--- src/rtl/ysyx_22041071_mem_stage.sv ---
// ysyx_22041071_mem_stage
// Memory pipeline stage. It holds one instruction taken from EX, performs
// the optional data-memory access, and presents the result to WB.
//
// Ports
//   clk, reset          clock; asynchronous active-low reset
//   valid5 / ready5     handshake with EX
//   PC5, Ins4, reg_w_en3, rdest2, alu_res, st_data,
//   mem_rd, mem_wr, mem_size, mem_uns
//                       instruction fields and access controls from EX
//   dmem_*              data-memory request/response (aligned 8-byte port)
//   valid6 / ready6     handshake with WB
//   PC6, Ins5, reg_w_en4, rdest3, WB_data1
//                       registered instruction fields and result toward WB
//
// state | meaning
// ------+-----------------------------------------------------------
// IDLE  | buffer empty, ready for EX
// MEM   | buffer holds a load/store, dmem request outstanding
// HOLD  | buffer holds a finished result, valid6 asserted
module ysyx_22041071_mem_stage #(
  parameter int ADDR_W = 64,
  parameter int DATA_W = 64
) (
  input  logic              clk,
  input  logic              reset,
  input  logic              valid5,
  output logic              ready5,
  input  logic [ADDR_W-1:0] PC5,
  input  logic [31:0]       Ins4,
  input  logic              reg_w_en3,
  input  logic [4:0]        rdest2,
  input  logic [DATA_W-1:0] alu_res,
  input  logic [DATA_W-1:0] st_data,
  input  logic              mem_rd,
  input  logic              mem_wr,
  input  logic [1:0]        mem_size,
  input  logic              mem_uns,
  output logic              dmem_req,
  output logic              dmem_we,
  output logic [ADDR_W-1:0] dmem_addr,
  output logic [DATA_W-1:0] dmem_wdata,
  output logic [7:0]        dmem_wmask,
  input  logic              dmem_ack,
  input  logic [DATA_W-1:0] dmem_rdata,
  output logic              valid6,
  input  logic              ready6,
  output logic [ADDR_W-1:0] PC6,
  output logic [31:0]       Ins5,
  output logic              reg_w_en4,
  output logic [4:0]        rdest3,
  output logic [DATA_W-1:0] WB_data1
);

  typedef enum logic [1:0] {
    IDLE = 2'd0,
    MEM  = 2'd1,
    HOLD = 2'd2
  } state_t;

  state_t state_q, state_d;

  logic [ADDR_W-1:0] pc_q;
  logic [31:0]       ins_q;
  logic              wen_q;
  logic [4:0]        rd_q;
  logic [ADDR_W-1:0] addr_q;
  logic [DATA_W-1:0] sdata_q;
  logic              ld_q;
  logic              st_q;
  logic [1:0]        size_q;
  logic              uns_q;
  logic [DATA_W-1:0] wb_q;

  logic              accept;
  logic [7:0]        size_mask;
  logic [14:0]       mask_wide;
  logic [DATA_W-1:0] rsh;
  logic [DATA_W-1:0] ld_val;

  always_comb begin
    state_d    = state_q;
    ready5     = 1'b0;
    dmem_req   = 1'b0;
    dmem_we    = 1'b0;
    dmem_wmask = 8'h00;
    valid6     = 1'b0;
    accept     = 1'b0;
    case (state_q)
      IDLE: ready5 = 1'b1;
      MEM: begin
        dmem_req   = 1'b1;
        dmem_we    = st_q;
        dmem_wmask = mask_wide[7:0];
        if (dmem_ack) state_d = HOLD;
      end
      HOLD: begin
        valid6 = 1'b1;
        ready5 = ready6;
        if (ready6) state_d = IDLE;
      end
      default: state_d = IDLE;
    endcase
    accept = valid5 & ready5;
    if (accept) state_d = (mem_rd | mem_wr) ? MEM : HOLD;
  end

  always_comb begin
    size_mask = 8'h01;
    case (size_q)
      2'b00: size_mask = 8'h01;
      2'b01: size_mask = 8'h03;
      2'b10: size_mask = 8'h0F;
      2'b11: size_mask = 8'hFF;
      default: size_mask = 8'h01;
    endcase
  end

  // Lanes pushed past byte 7 fall off the top of the 8-bit mask.
  assign mask_wide  = {7'b0, size_mask} << addr_q[2:0];
  assign dmem_addr  = {addr_q[ADDR_W-1:3], 3'b000};
  assign dmem_wdata = sdata_q << {addr_q[2:0], 3'b000};

  assign rsh = dmem_rdata >> {addr_q[2:0], 3'b000};

  always_comb begin
    ld_val = rsh;
    case (size_q)
      2'b00: ld_val = {{(DATA_W-8){~uns_q & rsh[7]}}, rsh[7:0]};
      2'b01: ld_val = {{(DATA_W-16){~uns_q & rsh[15]}}, rsh[15:0]};
      2'b10: ld_val = {{(DATA_W-32){~uns_q & rsh[31]}}, rsh[31:0]};
      2'b11: ld_val = rsh;
      default: ld_val = rsh;
    endcase
  end

  always_ff @(posedge clk or negedge reset) begin
    if (!reset) begin
      state_q <= IDLE;
      pc_q    <= '0;
      ins_q   <= '0;
      wen_q   <= 1'b0;
      rd_q    <= '0;
      addr_q  <= '0;
      sdata_q <= '0;
      ld_q    <= 1'b0;
      st_q    <= 1'b0;
      size_q  <= '0;
      uns_q   <= 1'b0;
      wb_q    <= '0;
    end else begin
      state_q <= state_d;
      if (accept) begin
        pc_q    <= PC5;
        ins_q   <= Ins4;
        wen_q   <= reg_w_en3;
        rd_q    <= rdest2;
        addr_q  <= alu_res;
        sdata_q <= st_data;
        // Both rd and wr set is treated as a store.
        ld_q    <= mem_rd & ~mem_wr;
        st_q    <= mem_wr;
        size_q  <= mem_size;
        uns_q   <= mem_uns;
        wb_q    <= alu_res;
      end else if (state_q == MEM && dmem_ack && ld_q) begin
        wb_q <= ld_val;
      end
    end
  end

  assign PC6       = pc_q;
  assign Ins5      = ins_q;
  assign reg_w_en4 = wen_q;
  assign rdest3    = rd_q;
  assign WB_data1  = wb_q;

endmodule

--- config.mk ---
export PLATFORM = sky130hd
export DESIGN_NAME = ysyx_22041071_mem_stage
export DESIGN_NICKNAME = d
export VERILOG_FILES = /design/src/rtl/ysyx_22041071_mem_stage.sv
export SDC_FILE = /design/constraint.sdc
export NUM_CORES = 1
export LEC_CHECK = 0
export BUFFER_PORTS_ARGS = -buffer_cell sky130_fd_sc_hd__clkbuf_2
export CORE_AREA = 2 2 234 236
export DETAILED_ROUTE_END_ITERATION = 10
export DIE_AREA = 0 0 236 238
export HOLD_SLACK_MARGIN = 0.12
export PLACE_DENSITY = 0.6
export SYNTH_ARGS = -nofsm -noshare
export SYNTH_HDL_FRONTEND = slang
export SYNTH_SLANG_ARGS = --single-unit
--- constraint.sdc ---
create_clock -name clk -period 2.2 [get_ports clk]
set_clock_uncertainty 0.05 [all_clocks]
set_input_delay 0.22 -clock clk [delete_from_list [all_inputs] [get_ports clk]]
set_output_delay 0.22 -clock clk [all_outputs]
set_load 0.05 [all_outputs]
# [After elaboration in Yosys (flattened, before gate mapping)]
# Index checks and enable logic that the tools add are counted.
[word_totals] ff_bits=301 input_bits=304 out_inout_bits=306 word_cells=51
[op_classes] n_eq_ne=8 shifts=3 mux=14 bitwise_logic=8 reduce_logical=6
[ops] cell="$pmux 64 s4" n=1
[ops] cell="$mux 64" n=2
[ops] cell="$shl 64x6->64" n=1
[ops] cell="$shr 64x6->64" n=1
[ops] cell="$pmux 8 s4" n=1
[ops] cell="$mux 2" n=4
[ops] cell="$mux 8" n=1
[ops] cell="$shl 8x3->8" n=1
[ops] cell="$eq 2x2->1 const B" n=3
[ops] cell="$ne 3x3->1 const B" n=2
[ops] cell="$pmux 2 s3" n=1
[ops] cell="$and 1x1->1" n=5
[ops] cell="$eq 2x1->1 const B" n=2
[ops] cell="$logic_not 2->1" n=2
[ops] cell="$mux 1" n=3
[ops] cell="$reduce_and 3->1" n=1
[ops] cell="$logic_and 1x1->1" n=2
[ops] cell="$ne 2x2->1 const B" n=1
[ops] cell="$not 1->1" n=2
[ops] cell="$pmux 1 s2" n=1
[ops] cell="$reduce_bool 2->1" n=1
[ops] cell="$or 1x1->1" n=1

# [Logic depth before layout (Yosys ltp)]
[depth] ltp_word=5 mapped_depth=9 mapped_depth_nobuf=6

# [Worst setup path before layout]
# No wires, ideal clock.
[synth_timing] kind="register to output" start="register addr_q[1]" end="output port dmem_wmask[5]" arrival_ns=3.679 required_ns=1.930 slack_ns=-1.749 path_stages_with_launch=9 path_buffers=5 path_cell_list="dfrtp_1 -> buf_6 -> buf_4 -> buf_4 -> buf_4 -> buf_4 -> o21a_1 -> nor2_1 -> a2111oi_0"
[synth_via] elab_chain_cells=2
[synth_lines] item="start: declaration" line_no="67" source="logic [ADDR_W-1:0] addr_q;"
[synth_lines] item="start signal: assignment" line_no="158" source="addr_q <= alu_res;"
[synth_lines] item="$shl 8x3->8" line_no="120" source="assign mask_wide = {7'b0, size_mask} << addr_q[2:0];"
[synth_lines] item="$mux 8" line_no="89" source="case (state_q)"
[synth_lines] item="end: declaration" line_no="43" source="output logic [7:0] dmem_wmask,"
# Every way passes these cells.

# [Final worst setup path]
[layout_timing] start="register addr_q[1]" end="output port dmem_wdata[49]"
[layout_via] elab_chain_cells=1
[layout_lines] item="$shl 64x6->64" line_no="122" source="assign dmem_wdata = sdata_q << {addr_q[2:0], 3'b000};"
[layout_lines] item="end: declaration" line_no="42" source="output logic [DATA_W-1:0] dmem_wdata,"
# Every way passes these cells.

==> results by group <==
Synthesis
  • Top-count cell post-synth: nand2_1
  • Syn Area/Cell: 8.50 um2
  • Main synth FF type: dfrtp_1
  • Synth area leader: dfrtp_1
  • Most frequent cells after synthesis: nand2_1, dfrtp_1, mux2i_1, nor2_1, a21oi_1
  • Syn Inst Count: 1838
  • Largest family of logic cells by synthesized area: simple AND/OR/NAND/NOR gates
  • Post-synth top area share: 48.2%
  • Largest cells by area after synthesis: dfrtp_1, nand2_1, mux2i_1
  • Adder-cell share of the synthesized area: 0%
  • Synth Area in Compound Gates: 9.76%
  • Synth Cell Area: 15600 um2
  • YS warnings: 0
  • Synth Area in XOR/XNOR: 0%
  • Simple-Gate Fraction of Synth Area: 24.4%
  • Cell variety after synth: 51
  • Mux cell area share after synthesis: between 10% and 20%
  • Async S/R FF share, synth: 100%
  • Post-synth EDFFs: 0
  • FF+latch count, synth: roughly 300
  • Sequential share of the synthesized area: between 40 and 50%

STA
  • Hold Vio Cnt, Final: 0
  • Slew HR: 42.5%
  • Unrepaired setup endpoints after global routing: yes
  • Worst hold slack: between 100 and 150 ps
  • Period utilization: 116%
  • Max Slew Vio Count: 0
  • Final WS setup: -351 ps
  • Pin slew with the least headroom to its limit: 862 ps
  • Setup-failing EPs final: 134
  • Post-layout min period: 2550 ps
  • F_max: 392 MHz

Global route
  • Vias in the first global route: 17294
  • GR Overflow Total: 0
  • First-pass GRT wire length: approximately 110 mm
  • Initial antenna violation count: 30
  • Total GRT Usage: 26.2%
  • Largest net degree at the start of global routing: 94

Power
  • P_leak: 13.2 nW
  • Power density over the cells: 1600 nW/um2
  • Worst VDD drop: 1440 uV

Floorplanning
  • Die area: 56200 um2
  • Total core area: 53500 um2
  • Die width: about 240 um
  • Die Ht: approximately 240 um
  • # rows: 85
  • I/O pin total: 610
  • Initial Util: 29.2%

Worst setup path
  • R2r setup slk: -230 ps
  • Type of origin of the critical path: flip-flop
  • Reg2Reg Depth: 9
  • Crit path to: dmem_wdata[49]
  • CP Data Arrival Time: 2280 ps
  • RR Endpoint: WB_data1[43]
  • Worst Path Max Fanout: 7
  • RR Startpoint: addr_q[1]
  • Critical path class: reg2out
  • CP required: 1930 ps
  • Worst Setup SP: addr_q[1]
  • Crit. End Element: primary output

Outcome
  • Failing checks: setup timing
  • Status: finished, violations left

Flow run
  • Max cap viols: 0

Placed design
  • Routability cong.: 0.947
  • Detailed Place HPWL: roughly 56 mm
  • Number of buffers added on ports: 606

Routing
  • DRT Wirelength: 77.1 mm
  • Residual DRC count: 0
  • DR vias/cell: 4.97
  • Vias post-DR: ~17000
  • Routed Antenna Nets: 0
  • Wire per inst: 22.5 um
  • Drt pass-1 iters: 6
  • Number of DRC markers in iteration 0: 1171

Hold path
  • Hold_sp: dmem_rdata[53]
  • Hold Crit Class: in2reg

CTS
  • # clock sinks: 301
  • Clk slew on worst S/H paths: 60 ps
  • Clk buf depth: 3
  • Total number of H-tree levels: 2
  • Worst-Skew Late Latency: between 500 and 600 ps
  • Num CTS Buffers: 37
  • Clock Tree Root: clkbuf_16
  • CTS tree: yes

Final layout
  • # fillers: a little under 5000
  • End-of-flow core utilization: 49.8%
  • Layout cells sized above 1: 39.5%
  • Final #Nets: 2993
  • Area Overhead vs Synth: 70.6%
-- report_power, final --
part	switching (W)	total [W]	internal [W]	leakage, nW
Combinational	0.0175	0.0270	0.00950	8.91
Clock	0.00252	0.00630	0.00378	0.609
Sequential	0.00164	0.00923	0.00759	3.69
-- metal layers --
layer  vias to the layer above  routed length (um)  GRT usage, %
met3                       188                6230          7.06
met5                         -                  42             0
met2                       780               38600          45.6
met1                      8313               28100          29.2
li1                       7768                   -             -
met4                         6                4160          14.0
-- what timing repair did --
item,CTS,global route
endpoints found under the setup margin,102,135
hold buffers,253,0
gates cloned,7,5
setup buffers,15,21
pin swaps,24,52
gates resized for setup,180,195
endpoints found under the hold margin,467,0
-- layout make-up --
class | count | area [um2] | area share (%)
Antenna cell | 18 | 45.0 | 0.169
Clock buffer | 55 | 1080 | 4.07
Clock inverter | 11 | 163 | 0.610
Inverter | 1 | 3.75 | 0.0141
Multi-Input combinational cell | 1349 | 8600 | 32.3
Sequential cell | 301 | 7540 | 28.3
Tap cell | 696 | 871 | 3.27
Timing Repair Buffer | 999 | 8330 | 31.3
-- per-stage QoR --
step	total power [W]	cell area, um2	setup WS (ps)	instances	setup TNS, ps
detailed placement	0.0323	20800	-127	3055	-1740
floorplan	0.0249	16300	-372	1840	-1640
global route	0.0443	26600	-423	3423	-35390
CTS	0.0410	25700	-378	3396	-24760
global placement	0.0321	20800	-119	3055	-1020
finish	0.0425	26600	-351	3430	-25680
-- layout by cell type (no fill, tap or decap), types with 10 or more instances in the layout --
cell,count
buf_6,15
clkbuf_8,10
mux2_2,18
mux2i_2,11
o21ai_4,18
a21oi_1,32
a21oi_4,18
buf_8,36
a22oi_1,16
nand2_1,767
diode_2,18
a222oi_1,20
o21ai_0,33
nand2b_1,13
nor2_1,49
clkbuf_16,43
mux2_4,16
nor2_2,16
dfrtp_1,297
mux2i_1,75
dlygate4sd3_1,253
a21oi_2,27
buf_12,71
buf_4,73
mux2i_4,11
mux4_2,15
nor2_4,32
clkbuf_2,533
nand3_1,10
-- sequential cells by signal, summed over array words and instances (netlist names), 2 cells and up --
name,count
size_q,2
sdata_q,64
Ins5,32
state_q,2
PC6,64
rdest3,5
WB_data1,64
addr_q,64
-- logic make-up after synthesis --
family,after synthesis
flip-flops,301
buffers and inverters,191
other,1
multiplexers,146
AND/OR/NAND/NOR,963
AO/OA/AOI/OAI,236
-- critical path, cell delays in order, from the launching register on --
cell,delay (ps)
dfrtp_4,550
buf_12,170
buf_12,150
nor2b_4,180
buf_12,160
a21oi_4,70
buf_6,140
a21oi_4,150
buf_12,150
-- how the worst min path moves through the flow --
stage	endpoint	slack, ps	cells past startpoint
finish	WB_data1[45]	150	5
global route	WB_data1[45]	180	5
CTS	WB_data1[45]	140	5
detailed placement	sdata_q[38]	230	1
global placement	sdata_q[38]	220	1
floorplan	Ins5[0]	-130	0
Power figures use the tool's default switching activity.
